--- src/rtl/icache_control_nway.sv ---
// N-way set-associative instruction-cache controller.
// Arbitrates fetch lookups, line fills from physical memory and full-cache
// flushes. Victim is the lowest invalid way, otherwise the tree-PLRU choice.
module icache_control_nway #(
  parameter int unsigned WAYS     = 4,
  parameter int unsigned SET_BITS = 3
) (
  input  logic                clk,
  input  logic                rst_n,
  input  logic                mem_read,
  input  logic                flush,
  input  logic [WAYS-1:0]     way_hit,
  input  logic [WAYS-1:0]     way_valid,
  input  logic [WAYS-2:0]     plru_in,
  input  logic                pmem_resp,
  output logic                pmem_read,
  output logic                mem_resp,
  output logic                read_data,
  output logic [WAYS-1:0]     load_data,
  output logic [WAYS-1:0]     load_tag,
  output logic [WAYS-1:0]     set_valid,
  output logic                clear_valid,
  output logic [SET_BITS-1:0] flush_idx,
  output logic                load_plru,
  output logic [WAYS-2:0]     plru_out,
  output logic                stall,
  output logic                flush_busy
);

  localparam int unsigned WB = (WAYS > 2) ? $clog2(WAYS) : 1;

  typedef enum logic [2:0] {
    IDLE,
    LOOKUP,
    FILL,
    FILL_DONE,
    FLUSH
  } state_t;

  state_t              state, state_nx;
  logic                flush_pend;
  logic [WB-1:0]       victim_q;
  logic [WB-1:0]       hit_idx;
  logic [WB-1:0]       inv_idx;
  logic [WB-1:0]       plru_victim;
  logic                any_hit;
  logic                any_invalid;
  logic [WAYS-1:0]     plru_ext;
  logic [WAYS-2:0]     plru_upd;
  logic [WAYS-1:0]     victim_oh;

  assign any_hit     = |way_hit;
  assign any_invalid = ~&way_valid;
  assign plru_ext    = {1'b0, plru_in};
  assign victim_oh   = WAYS'(1) << victim_q;

  // Lowest-index hit way and lowest-index invalid way (priority encoders).
  always_comb begin
    hit_idx = '0;
    inv_idx = '0;
    for (int unsigned i = WAYS; i > 0; i--) begin
      if (way_hit[i-1])    hit_idx = WB'(i - 1);
      if (!way_valid[i-1]) inv_idx = WB'(i - 1);
    end
  end

  // Tree-PLRU victim: walk from the root, each bit picks lower (0) or upper (1) half.
  always_comb begin
    int unsigned node;
    logic        b;
    plru_victim = '0;
    node        = 0;
    for (int unsigned l = 0; l < WB; l++) begin
      b                   = plru_ext[node];
      plru_victim[WB-1-l] = b;
      node                = 2 * node + 1 + {31'd0, b};
    end
  end

  // PLRU update: every node on the hit way's path points away from that way.
  always_comb begin
    int unsigned node;
    logic        b;
    plru_upd = plru_in;
    node     = 0;
    for (int unsigned l = 0; l < WB; l++) begin
      b              = hit_idx[WB-1-l];
      plru_upd[node] = ~b;
      node           = 2 * node + 1 + {31'd0, b};
    end
  end

  // State register.
  always_ff @(posedge clk or negedge rst_n) begin
    if (!rst_n) state <= IDLE;
    else        state <= state_nx;
  end

  // Flush sweep index, pending-flush flag and registered victim way.
  always_ff @(posedge clk or negedge rst_n) begin
    if (!rst_n) begin
      flush_idx  <= '0;
      flush_pend <= 1'b0;
      victim_q   <= '0;
    end else begin
      if (state == FLUSH) flush_idx <= flush_idx + 1'b1;
      // A pulse outside IDLE/FLUSH is remembered until the next IDLE cycle.
      if (state == IDLE && (flush_pend || flush))
        flush_pend <= 1'b0;
      else if (flush && state != IDLE && state != FLUSH)
        flush_pend <= 1'b1;
      if (state == LOOKUP && !any_hit)
        victim_q <= any_invalid ? inv_idx : plru_victim;
    end
  end

  // Next-state and output decode.
  always_comb begin
    state_nx    = state;
    pmem_read   = 1'b0;
    mem_resp    = 1'b0;
    read_data   = 1'b0;
    load_data   = '0;
    load_tag    = '0;
    set_valid   = '0;
    clear_valid = 1'b0;
    load_plru   = 1'b0;
    plru_out    = '0;
    stall       = 1'b0;
    flush_busy  = 1'b0;
    unique case (state)
      IDLE: begin
        read_data = mem_read;
        if (flush_pend || flush) state_nx = FLUSH;
        else if (mem_read)       state_nx = LOOKUP;
      end
      LOOKUP: begin
        if (any_hit) begin
          mem_resp  = 1'b1;
          load_plru = 1'b1;
          plru_out  = plru_upd;
          state_nx  = IDLE;
        end else begin
          pmem_read = 1'b1;
          stall     = 1'b1;
          state_nx  = FILL;
        end
      end
      FILL: begin
        stall = 1'b1;
        if (pmem_resp) begin
          load_data = victim_oh;
          load_tag  = victim_oh;
          set_valid = victim_oh;
          read_data = 1'b1;
          state_nx  = FILL_DONE;
        end else begin
          pmem_read = 1'b1;
        end
      end
      FILL_DONE: begin
        stall    = 1'b1;
        state_nx = LOOKUP;
      end
      FLUSH: begin
        clear_valid = 1'b1;
        load_plru   = 1'b1;
        stall       = 1'b1;
        flush_busy  = 1'b1;
        if (&flush_idx) state_nx = IDLE;
      end
      default: state_nx = IDLE;
    endcase
  end

endmodule
--- config.mk ---
export PLATFORM = sky130hd
export DESIGN_NAME = icache_control_nway
export DESIGN_NICKNAME = d
export VERILOG_FILES = /design/src/rtl/icache_control_nway.sv
export SDC_FILE = /design/constraint.sdc
export NUM_CORES = 1
export LEC_CHECK = 0
export CAP_MARGIN = 20
export CORE_UTILIZATION = 36
export CTS_CLUSTER_SIZE = 10
export DETAILED_ROUTE_END_ITERATION = 7
export GPL_TIMING_DRIVEN = 0
export PLACE_DENSITY_LB_ADDON = 0.12
export SYNTH_ARGS = -nofsm -noshare
export SYNTH_HDL_FRONTEND = slang
export SYNTH_SLANG_ARGS = --single-unit
--- constraint.sdc ---
create_clock -name clk -period 2 [get_ports clk]
set_input_delay 0.2 -clock clk [delete_from_list [all_inputs] [get_ports clk]]
set_output_delay 0.2 -clock clk [all_outputs]
set_load 0.005 [all_outputs]
======== Yosys cells after proc, flatten, opt, wreduce, memory -nomap -nowiden ========
Cells that the tools add are included.
W data, S select, Z words.
storage, ports and cells
  bits in registers ....................... 9
  input bits .............................. 16
  logic and storage cells ................. 72
cells by class
  $add $sub $neg .......................... 3
  magnitude comparators ................... 3
  equal/unequal tests ..................... 8
  shift operators ......................... 1
  muxes and demuxes ....................... 36
  bitwise logic cells ..................... 2
  reductions and logical operators ........ 15
operators with widths
  operator               number
  $mux W2                10
  $mux W3                6
  $pmux W3 S5            1
  $mux W1                10
  $mux W4                2
  $pmux W1 S2            4
  $eq A3 B2 Y1 const B   2
  $lt A2 B3 Y1 const B   2
  $reduce_and A3 Y1      2
  $logic_and A1 B1 Y1    5
  $add A1 B1 Y2 const A  2
  $reduce_and A4 Y1      1
  $reduce_or A4 Y1       1
  $shl A1 B2 Y4 const A  1
  $add A3 B1 Y3 const B  1
  $bwmux W3              1
  $eq A3 B1 Y1 const B   1
  $eq A3 B3 Y1 const B   1
  $logic_not A3 Y1       1
  $ne A3 B2 Y1 const B   1
  $ne A3 B3 Y1 const B   1
  $reduce_bool A3 Y1     1
  $reduce_or A3 Y1       1
  $bmux W1 S2            1
  8 further kinds        9

======== Depth between registers and ports, before layout ========
Gate-level depths: netlist of run 1.
  depth in word-level cells ............... 12
  gate-level depth with buffers ........... 5

======== Worst setup path before layout of run 1 ========
Ideal clock, no wire load.
  kind .................................... register to register
  from .................................... reg state[1]
  to ...................................... reg victim_q[0]
  setup time .............................. 125 ps
  arrival ................................. 1599 ps
  slack ................................... 276 ps
  stages on the path, launching flop included .. 5
  clock period less this slack ............ 1724 ps
  path through ............................ dfrtp_1 > buf_6 > or3b_4 > or4_4 > mux2_4
on the way
  cells in the longest elaborated chain, start to end .. 2
RTL lines
  element                 RTL line  RTL
  start, declared         40        state_t state, state_nx;
  start signal, assigned  96        else state <= state_nx;
  $eq A3 B1 Y1            112       if (state == LOOKUP && !any_hit)
  $logic_and A1 B1 Y1     112
  end signal, assigned    113       victim_q <= any_invalid ? inv_idx : plru_victim;
  end, declared           42        logic [WB-1:0] victim_q;
No other way between the ends.
A chain may end at the register's enable or synchronous reset.

======== Final worst setup path of run 1 ========
  from .................................... reg state[0]
  to ...................................... out clear_valid
on the way
  cells in the longest elaborated chain, start to end .. 2
RTL lines
  element        RTL line  RTL
  $eq A3 B3 Y1   131       unique case (state)
  $mux W1        131
  end, declared  22        output logic clear_valid,
No other way between the ends.

==> results.txt, run 1 <==
The flow ran to the end, and the final reports show no timing, DRC or antenna violations. The ratio of final minimum period to clock period came out at 95.7%. The design draws 0.000928 W. Across all register-to-register paths, the minimum setup slack is 150 ps. The longest clock path from root to sink contains 2 buffers. Measured against its own limit, the worst slew margin works out to 74.0%.

The via count of the first global-routing pass is 646. The slowest cell on the critical path is sky130_fd_sc_hd__clkdlybuf4s50_1. The number of max-capacitance violations reported came out at 0. At the later pin of the worst-skew pair, clock insertion delay measures 260 ps.

Buffers inserted during clock tree synthesis total 3. In the final timing run, aggregate negative setup slack is 0 ps. The number of warning messages in the yosys log is 0. The depth of the critical timing path with buffers and inverters included came out at 6. The worst vdd rail ir drop came out at 0.608 mV.

STA classifies the critical path endpoint as an output pin. The residual antenna-violating net count after detailed routing is 0. Following the worst setup path forward leads to its endpoint at clear_valid. Summing the sequential cell areas from Yosys gives 33.4% of the chip area. The cell sitting at the root of the clock tree is a sky130_fd_sc_hd__clkbuf_4.

The count of flip-flops with a built-in enable after synthesis came out at 0. Global routing used 1.20% of the available met3 tracks. The final design utilization came out at 72.3%. The boundary pin count came out at 41. The wire length per cell after detailed routing came out at 11.9 um. The cell area power density is 736 mW/mm^2.

Excluding fillers, the count of instances in the completed layout stands at 159. Cells with a size suffix above 1 make up 33.6% of the layout. The remaining routing DRC violations is 0.

The largest fanout on the critical path is 5. The number of port buffers came out at 40. The largest net degree at the start of global routing came out at 11. The number of slew-limit violations in the final report came to 0. The slew of the pin with the lowest slew margin is 389 ps. In this run the number of H-tree levels came out at 1. The tree built by TritonCTS fans out to 9 sinks. The final net count came out at 153. The cell count after synthesis came out at 79.

The clock transition at the registers of the reported paths is 60 ps. Routability-driven placement finished with a final weighted congestion of 0.739. The net count after synthesis came out at 97. The worst register-to-register path ends at victim_q[0].

The post-synthesis to final-layout area growth is 87.0%. In this run, synthesis produced a sequential element count of 9. The count of different cell masters after synthesis is 30. The count of endpoints failing hold in the final timing report came out at 0. Among all flip-flop cells after synthesis, the most frequent one is sky130_fd_sc_hd__dfrtp_1.

The violation count after the first detailed-route iteration came out at 8. The worst setup path is launched from a register. In this run the worst setup path begins at state[0].

The via count came out at 754. The via count normalized by instance count is 4.74. Data on the critical path arrives at its endpoint at 1710 ps. The overflow left after global routing came out at 0.

The placed wire-length estimate came out at 1.26 mm. The cell family contributing the most delay on the critical path is buffers and inverters. The average cell area after synthesis is 8.54 sq um. In this run the most used layer during global routing was met2. The setup clock skew after layout came out at 0.611 ps. The number of optimization iterations in the first detailed-route pass came out at 4. The longest individual stage delay on the worst path is 500 ps. The analysis attributes to cell leakage a power of 0.649 nW.

Summed over all layers, the routed wires come to 1.89 mm. The number of antenna diodes in the final layout is 0. Traced cell by cell, the critical path runs through clkbuf_8 > buf_4 > nor2_4 > nand2_4 > inv_1 > clkdlybuf4s50_1. The class of the worst hold path is primary input to async pin. The maximum operating frequency is 0.522 GHz.

Setup repair after global routing could not meet its margin everywhere. The TritonCTS clock tree is built. The met1 global-route usage is 23.8%. At the worst endpoint, the required time is 1800 ps.

The final setup violation count came out at 0. The floorplan step defined a die boundary enclosing 0.00205 sq mm. Subtracting the final worst setup slack from the clock period gives 1910 ps. The global-route wire length before repair is 2.81 mm.

The vertical die dimension is 45.3 um. The standard-cell row count is 15. The initial antenna violation count came out at 0.

The initial standard-cell utilization of the core came out at 38.6%. For this run, asynchronously set or reset flops after synthesis account for 100%. The chip width is 45.3 um. In the global route stage, overall resource usage came out at 19.2%. The number of buffers and inverters on the critical path came out at 4. The worst setup path is of the register to output pin kind.

The worst register-to-register path begins at state[2]. The standard cell core area came out at 0.00175 sq mm. Once placement completed, the tool counted placed cells totaling 144.

Counting cells, the worst reg-to-reg path comes to 4. The cell area after technology mapping came out at 674 sq um. The met2 layer usage reported by global route is 32.8%.
[worst reg2reg max path, cell delays in order, from the launching register on]
cell and delay (ps):
sky130_fd_sc_hd__dfrtp_1 390, sky130_fd_sc_hd__buf_6 140, sky130_fd_sc_hd__or3b_4 410, sky130_fd_sc_hd__or4_4 460, sky130_fd_sc_hd__mux2_4 330
[cell usage in the layout, fill, tap and decap left out, types with 2 or more instances in the layout]
cell	synthesis	layout
sky130_fd_sc_hd__ha_1	2	2
sky130_fd_sc_hd__dfrtp_1	9	9
sky130_fd_sc_hd__nand2_1	7	5
sky130_fd_sc_hd__or2_1	2	2
sky130_fd_sc_hd__inv_1	4	4
sky130_fd_sc_hd__mux2_2	2	2
sky130_fd_sc_hd__nor2_2	0	4
sky130_fd_sc_hd__dlygate4sd2_1	0	15
sky130_fd_sc_hd__mux2i_1	3	3
sky130_fd_sc_hd__nor2_1	10	5
sky130_fd_sc_hd__o21ai_0	2	2
sky130_fd_sc_hd__clkbuf_2	0	3
sky130_fd_sc_hd__buf_4	9	20
sky130_fd_sc_hd__dlymetal6s2s_1	0	3
sky130_fd_sc_hd__clkdlybuf4s50_1	0	17
sky130_fd_sc_hd__clkbuf_4	0	4
sky130_fd_sc_hd__a21oi_1	7	7
sky130_fd_sc_hd__buf_6	1	2
sky130_fd_sc_hd__nor3_1	2	2
sky130_fd_sc_hd__nand2b_1	2	2
[synth_stat cells, types with 2 or more instances]
library cell	count	area share, %
sky130_fd_sc_hd__dfrtp_1	9	33
sky130_fd_sc_hd__nor2_1	10	5.6
sky130_fd_sc_hd__nand2_1	7	3.9
sky130_fd_sc_hd__a21oi_1	7	5.2
sky130_fd_sc_hd__inv_1	4	2.2
sky130_fd_sc_hd__ha_1	2	3.7
sky130_fd_sc_hd__nor3_1	2	1.5
sky130_fd_sc_hd__buf_4	9	10
sky130_fd_sc_hd__clkbuf_1	2	1.1
sky130_fd_sc_hd__nand2b_1	2	1.9
sky130_fd_sc_hd__mux2i_1	3	4.5
sky130_fd_sc_hd__or2_1	2	1.9
sky130_fd_sc_hd__o21ai_0	2	1.5
sky130_fd_sc_hd__mux2_2	2	3.3
[sequential cells by signal, indices dropped and copies added, names as in the netlist]
register and flops:
state 3, flush_idx 3, flush_pend 1, victim_q 2
[power by group]
| group | internal, W | switching (W) |
|---|---|---|
| clock | 0.0000769 | 0.0000637 |
| sequential | 0.000234 | 0.0000405 |
| combinational | 0.000325 | 0.000188 |
[metal layers]
metal / vias up / wire (um)
met2: 29 / 1020
met4: 0 / 0
li1: 375 / -
met5: - / 0
met3: 0 / 78
met1: 350 / 786
[how the worst min path moves through the flow]
stage                            start           end  slack (ps)
final                            rst_n    flush_pend         230
after global routing             rst_n   victim_q[1]         250
after CTS                        rst_n    flush_pend         250
after detailed placement  flush_idx[0]  flush_idx[0]         500
after global placement    flush_idx[0]  flush_idx[0]         500
after floorplan                  rst_n  flush_idx[0]        -100
[through the flow]
step | setup slack [ps] | hold WS [ps] | cell area, sq um
after global routing | -46.1 | 255 | 1260
after global placement | -285 | 500 | 1110
final | 85.9 | 227 | 1260
after floorplan | 276 | -95.6 | 674
after CTS | -10.3 | 248 | 1230
after detailed placement | -301 | 500 | 1110
[cell families after synthesis]
family,count (synthesis),synth area share [%]
simple gates,31,24.5
buf+inv,16,15.0
compound gates,14,12.1
flops,9,33.4
mux,6,10.0
fa+ha+maj,2,3.71
xor+xnor,1,1.30
[layout make-up]
class / instances / area (sq um)
clock buffers: 4 / 26.3
repair buffers: 51 / 458
multi-input cells: 54 / 405
plain buffers: 12 / 100
inverters: 4 / 15.0
flip-flops and latches: 9 / 225
fillers: 145 / 484
well taps: 25 / 31.3
[what timing repair did]
action | 4_1_cts | 5_1_grt
setup endpoints to repair | 18 | 12
hold buffers | 0 | 0
pin swaps | 8 | 10
setup buffers | 7 | 5
gates resized for setup | 39 | 11
(Power assumes the default switching activity.)
==> run 2, diff against run 1 <==
- CAP_MARGIN: 20 -> 40
==> results of run 2 <==
Same layout as run 1: the final DEF is identical, and so are final timing and power.
==> run 3, diff against run 2 <==
- CTS_CLUSTER_SIZE: 10 -> unset
==> results of run 3 <==
Same layout as run 1: the final DEF is identical, and so are final timing and power.
